==> src/rtl/ex_mem_pipe_if.sv <==
// EX-to-MEM stream bundle: the EX-side request/payload and the MEM-side
// result/payload, each with its own valid/ready pair.
interface ex_mem_pipe_if #(
    parameter int DATA_W  = 20,
    parameter int STORE_W = 16,
    parameter int OP_W    = 4
);
    // Handshake: a transfer happens on a rising edge where valid and ready are
    // both high. A valid source holds its payload stable until that transfer.
    logic               in_valid;
    logic               in_ready;
    logic [OP_W-1:0]    opcode;
    logic               alu_zero;
    logic [DATA_W-1:0]  alu_result;
    logic [STORE_W-1:0] store_data;

    logic               out_valid;
    logic               out_ready;
    logic [OP_W-1:0]    out_opcode;
    logic               out_alu_zero;
    logic [DATA_W-1:0]  out_alu_result;
    logic [DATA_W-1:0]  out_store_data;

    modport master (
        output in_valid, opcode, alu_zero, alu_result, store_data, out_ready,
        input  in_ready, out_valid, out_opcode, out_alu_zero, out_alu_result, out_store_data
    );

    modport slave (
        input  in_valid, opcode, alu_zero, alu_result, store_data, out_ready,
        output in_ready, out_valid, out_opcode, out_alu_zero, out_alu_result, out_store_data
    );
endinterface

==> src/rtl/ex_mem_pipe_stage.sv <==
// EX/MEM pipeline register with a two-entry skid buffer and synchronous flush.
// Empty or squashed slots present NOP_OPCODE with all other fields zero.
module ex_mem_pipe_stage #(
    parameter int DATA_W     = 20,
    parameter int STORE_W    = 16,
    parameter int OP_W       = 4,
    parameter int NOP_OPCODE = 0
) (
    input  logic               clock,
    input  logic               reset,
    input  logic               flush,
    ex_mem_pipe_if.slave       bus,
    output logic [1:0]         occupancy
);
    // State bits double as the slot valid bits: {skid.valid, main.valid}.
    typedef enum logic [1:0] {
        EMPTY = 2'b00,
        ONE   = 2'b01,
        FULL  = 2'b11
    } state_t;

    typedef struct packed {
        logic [OP_W-1:0]   opcode;
        logic              zero;
        logic [DATA_W-1:0] result;
        logic [DATA_W-1:0] store;
    } entry_t;

    state_t state_q;
    entry_t main_q;
    entry_t skid_q;
    entry_t in_entry;
    entry_t bubble;
    logic   accept;
    logic   drain;

    always_comb begin
        bubble        = '0;
        bubble.opcode = OP_W'(NOP_OPCODE);
    end

    always_comb begin
        in_entry.opcode = bus.opcode;
        in_entry.zero   = bus.alu_zero;
        in_entry.result = bus.alu_result;
        in_entry.store  = DATA_W'(bus.store_data);
    end

    // in_ready depends on registered state only, never on out_ready or flush.
    assign bus.in_ready = ~state_q[1];
    assign bus.out_valid = state_q[0];
    assign accept = bus.in_valid & bus.in_ready;
    assign drain  = bus.out_valid & bus.out_ready;

    always_ff @(posedge clock) begin
        if (reset || flush) begin
            state_q <= EMPTY;
            main_q  <= bubble;
            skid_q  <= bubble;
        end else begin
            case (state_q)
                EMPTY: begin
                    if (accept) begin
                        main_q  <= in_entry;
                        state_q <= ONE;
                    end
                end
                ONE: begin
                    if (accept && drain) begin
                        main_q <= in_entry;
                    end else if (accept) begin
                        skid_q  <= in_entry;
                        state_q <= FULL;
                    end else if (drain) begin
                        main_q  <= bubble;
                        state_q <= EMPTY;
                    end
                end
                FULL: begin
                    if (drain) begin
                        main_q  <= skid_q;
                        skid_q  <= bubble;
                        state_q <= ONE;
                    end
                end
                default: begin
                    // Skid-only is unreachable; recover to a clean empty stage.
                    state_q <= EMPTY;
                    main_q  <= bubble;
                    skid_q  <= bubble;
                end
            endcase
        end
    end

    assign bus.out_opcode     = main_q.opcode;
    assign bus.out_alu_zero   = main_q.zero;
    assign bus.out_alu_result = main_q.result;
    assign bus.out_store_data = main_q.store;
    assign occupancy = {1'b0, state_q[0]} + {1'b0, state_q[1]};
endmodule
==> src/flat_wrapper.sv <==
// flat-port wrapper written by rule: the top's interface ports become plain ports
module ex_mem_pipe_stage_flat 
#(
    parameter int DATA_W     = 20,
    parameter int STORE_W    = 16,
    parameter int OP_W       = 4,
    parameter int NOP_OPCODE = 0
)
  (clock, reset, flush, occupancy, bus_in_valid, bus_opcode, bus_alu_zero, bus_alu_result, bus_store_data, bus_out_ready, bus_in_ready, bus_out_valid, bus_out_opcode, bus_out_alu_zero, bus_out_alu_result, bus_out_store_data);
  ex_mem_pipe_if #(.DATA_W(DATA_W), .STORE_W(STORE_W), .OP_W(OP_W)) bus_i ();
  input  logic clock;
  input  logic reset;
  input  logic flush;
  output logic [1:0] occupancy;
  input wire logic [$bits(bus_i.in_valid)-1:0] bus_in_valid;
  input wire logic [$bits(bus_i.opcode)-1:0] bus_opcode;
  input wire logic [$bits(bus_i.alu_zero)-1:0] bus_alu_zero;
  input wire logic [$bits(bus_i.alu_result)-1:0] bus_alu_result;
  input wire logic [$bits(bus_i.store_data)-1:0] bus_store_data;
  input wire logic [$bits(bus_i.out_ready)-1:0] bus_out_ready;
  output wire logic [$bits(bus_i.in_ready)-1:0] bus_in_ready;
  output wire logic [$bits(bus_i.out_valid)-1:0] bus_out_valid;
  output wire logic [$bits(bus_i.out_opcode)-1:0] bus_out_opcode;
  output wire logic [$bits(bus_i.out_alu_zero)-1:0] bus_out_alu_zero;
  output wire logic [$bits(bus_i.out_alu_result)-1:0] bus_out_alu_result;
  output wire logic [$bits(bus_i.out_store_data)-1:0] bus_out_store_data;
  assign bus_i.in_valid = bus_in_valid;
  assign bus_i.opcode = bus_opcode;
  assign bus_i.alu_zero = bus_alu_zero;
  assign bus_i.alu_result = bus_alu_result;
  assign bus_i.store_data = bus_store_data;
  assign bus_i.out_ready = bus_out_ready;
  assign bus_in_ready = bus_i.in_ready;
  assign bus_out_valid = bus_i.out_valid;
  assign bus_out_opcode = bus_i.out_opcode;
  assign bus_out_alu_zero = bus_i.out_alu_zero;
  assign bus_out_alu_result = bus_i.out_alu_result;
  assign bus_out_store_data = bus_i.out_store_data;
  ex_mem_pipe_stage #(.DATA_W(DATA_W), .STORE_W(STORE_W), .OP_W(OP_W), .NOP_OPCODE(NOP_OPCODE)) u_core (.clock(clock), .reset(reset), .flush(flush), .bus(bus_i), .occupancy(occupancy));
endmodule
==> config.mk <==
export PLATFORM = sky130hd
export DESIGN_NAME = ex_mem_pipe_stage_flat
export DESIGN_NICKNAME = d
export VERILOG_FILES = /design/src/rtl/ex_mem_pipe_if.sv /design/src/rtl/ex_mem_pipe_stage.sv /design/src/flat_wrapper.sv
export SDC_FILE = /design/constraint.sdc
export NUM_CORES = 1
export LEC_CHECK = 0
export BUFFER_PORTS_ARGS = -buffer_cell sky130_fd_sc_hd__buf_2
export CAP_MARGIN = 40
export CORE_ASPECT_RATIO = 0.75
export CORE_MARGIN = 5
export CORE_UTILIZATION = 57
export DETAILED_ROUTE_END_ITERATION = 8
export HOLD_SLACK_MARGIN = 0.03
export PLACE_DENSITY = 0.85
export SLEW_MARGIN = 20
export SYNTH_ARGS = -nofsm -noshare
export SYNTH_HDL_FRONTEND = slang
export SYNTH_SLANG_ARGS = --single-unit
==> constraint.sdc <==
create_clock -name clock -period 3.1 [get_ports clock]
set_input_delay 0.62 -clock clock [delete_from_list [all_inputs] [get_ports clock]]
set_output_delay 0.62 -clock clock [all_outputs]
set_load 0.02 [all_outputs]
==> impl_results.md <==
* Most numerous cell in the Yosys netlist: dfxtp_1
* Final-report setup violation count at 0
* Yosys cell types at 29
* Starting Density at just under 60%
* Run status: completed
* Most used cell, CP: buf_4
* Fin Setup TNS at 0 ns
* Clk pwr share at roughly a third
* Reg2Reg Setup Slack at 0.63 ns
* Tmin final at between 2 and 2.5 ns
* Final Skew at roughly 0.015 ns
* Port Buffer Count at 90
* Ys async rst share at 0%
* WL final at between 9 and 10 mm
* Detailed placement HPWL at 6.37 mm
* CTS tree: yes
* Rel. slew slack at 57.2%
* CP Launch Type: register
* Post-CTS Setup Inserts at 0
* Fmax achieved at approximately 0.41 GHz
* Mapped Avg Cell Area at slightly above 10 sq um
* Seq pwr share at 50.9%
* Sink Count at 84
* Yosys warnings at 0
* Post-synth EDFFs at 0
* Worst-margin pin slew at 0.642 ns
* Crit. End Element: register
* Layout cells sized above 1 at a little under two fifths
* Reg clk slew, reported paths at 0.08 ns
* Total global-route track usage at 23.6%
* Largest net degree at the start of global routing at 46
* Seq cells post-synth at 84
* Crit path buf inv count at 2
* Critical path depth in cells at 6
* Fin. max-slew vios at 0
* Core Region at roughly 6300 sq um
* Synth top cells by count: dfxtp_1, a21oi_1, a22oi_1, o21ai_0, nand4_1
* Routed Antenna Nets at 0
* Iter 0 DRT Violations at ~270
* Reg2reg start: u_core.state_q[0]
* Antenna violations before repair at 0
* Vias per cell at roughly 6.4
* CP max stage delay at 0.50 ns
* Largest delay share family, worst path: compound AO/OA/AOI/OAI gates
* Reg2reg path depth at 6
* Final hold viol count at 0
* Int Pwr at 1540 uW
* Diodes inserted at 0
* Core Rows at 25
* FILL cells at approximately 500
* RR Endpoint: u_core.skid_q[28]
* Synth top area cells: dfxtp_1, o2bb2ai_2, a22oi_1
* Cells after Synth at between 300 and 400
* Area delta synth->final at 17.0%
* Register area share after synthesis at 44.9%
* GP Congestion at 0.761
* Drt pass-1 iters at 5
* Vias in the first global route at roughly 3200
* Crit-path cells: ha_2, buf_4, a21o_1, buf_4, o21ai_0, a21oi_1
* Gr ovfl total at 0
* Via count at 3362
* Crit path to: u_core.skid_q[28]
* Die Ht at 80.2 microns
* Maximum vdd ir drop at 0.338 mV
* Logic gate share of total power at between 10% and 20%
* Leakage at around 0.0017 uW
* CP Data Arrival Time at roughly 2.7 ns
* Max cap viols at 0
* Unrepaired setup endpoints after global routing: no
* Post_cts resized at 0
* Final Net Count at 487
* Die ar. at between 8000 and 9000 sq um
* Num ports at 95
* Crit path kind: reg -> reg
* Worst Setup SP: u_core.state_q[0]
* Hold WS at around 0.47 ns
* Critical path data required time at 3.38 ns
* Clock Path Buffers at 2
* Die W at just over 100 microns
* Sw power at about 700 uW
* CP max-delay cell: a21o_1
* Clk Latency, worst-skew pair at 0.37 ns
* Largest area contributor in the netlist: dfxtp_1
* CP max FO at 23
* Top-area cell type share of the netlist area at 44.9%
* Avg WL per Cell at ~19 microns
* Total CTS buffers at 9
* H-tree Lvls at 3
* Worst hold-check path type: reg -> reg
* Power Dens Cells at between 500 and 600 nW/um^2
* Post-CTS Hold Buffers at 0
* Root buffer cell: clkbuf_8
* Sw Share at a little under a third
* DRC at 0
* Synth Flop Type: dfxtp_1
* Post-synthesis instance area at ~3700 sq um
* Period utilisation layout at between 70% and 80%
* First-pass GRT wire length at 16.1 mm
[through the flow]
stage	instances	util [%]	cell area, sq um	worst slack, ns	total power [uW]
after CTS	523	69.0	4380	0.709	2230
final	523	69.0	4380	0.635	2220
after global routing	523	69.0	4380	0.489	2300
after floorplan	373	-	3750	1.35	1400
after global placement	506	65.8	4180	0.777	1500
after detailed placement	507	66.0	4190	0.753	1510
[registers in the layout, indices dropped and copies added, names as in the netlist]
register / flops
u_core.bus.out_opcode: 4
u_core.bus.out_alu_zero: 1
u_core.skid_q: 41
u_core.bus.out_store_data: 16
u_core.bus.out_alu_result: 20
u_core.state_q: 2
[cell type report]
type / instances / area [sq um] / area share (%)
tap: 81 / 101 / 2.31
multi-input combinational: 237 / 1840 / 42.0
inverter: 3 / 11.3 / 0.257
clock inverter: 6 / 47.5 / 1.09
clock buffer: 10 / 138 / 3.14
sequential: 84 / 1680 / 38.4
timing repair buffer: 102 / 561 / 12.8
[per-layer routing]
layer | wire, microns | global-route usage, %
met3 | 902 | 7.63
met5 | 0 | 0
met2 | 4510 | 37.2
met4 | 172 | 8.52
met1 | 4260 | 30.4
[cells by family after synthesis]
logic type               synth area share, %
adder cells (fa/ha/maj)                 1.34
AO/OA/AOI/OAI                           37.9
flip-flops                              44.9
other                                  0.100
AND/OR/NAND/NOR                         8.32
XOR/XNOR                               0.234
buffers and inverters                   7.22
[cells in the final DEF, fill, tap and decap left out, types with 2 or more instances in the layout]
| cell type | synthesis | layout |
|---|---|---|
| o2bb2ai_2 | 40 | 40 |
| nand4_1 | 41 | 41 |
| conb_1 | 1 | 4 |
| o2bb2ai_1 | 2 | 2 |
| a22oi_1 | 42 | 42 |
| buf_4 | 5 | 10 |
| ha_1 | 4 | 2 |
| dfxtp_1 | 84 | 84 |
| buf_2 | 15 | 90 |
| a21oi_1 | 44 | 43 |
| o21ai_0 | 42 | 42 |
| nand2_1 | 3 | 3 |
| o21a_1 | 2 | 2 |
| clkbuf_8 | 0 | 10 |
| a21o_1 | 2 | 2 |
| inv_1 | 3 | 3 |
| clkinv_4 | 0 | 3 |
| ha_2 | 0 | 2 |
[power groups by stage]
stage	combinational, uW	clock (uW)	sequential (uW)
2_1_floorplan	214	0	1180
3_3_place_gp	347	0	1150
3_5_place_dp	354	0	1150
4_1_cts	357	739	1130
5_1_grt	387	782	1130
6_report	361	729	1130
[worst min path at each step]
stage | startpoint | endpoint | slack, ns | depth (start not counted)
2_1_floorplan | u_core.skid_q[31] | u_core.skid_q[31] | 0.45 | 2
3_3_place_gp | u_core.bus.out_alu_result[0] | u_core.bus.out_alu_result[0] | 0.45 | 1
3_5_place_dp | u_core.bus.out_alu_result[0] | u_core.bus.out_alu_result[0] | 0.45 | 1
4_1_cts | u_core.bus.out_alu_result[0] | u_core.bus.out_alu_result[0] | 0.47 | 1
5_1_grt | u_core.bus.out_store_data[11] | u_core.bus.out_store_data[11] | 0.48 | 1
6_report | u_core.bus.out_alu_result[7] | u_core.bus.out_alu_result[7] | 0.47 | 1
Power figures use the tool's default switching activity.
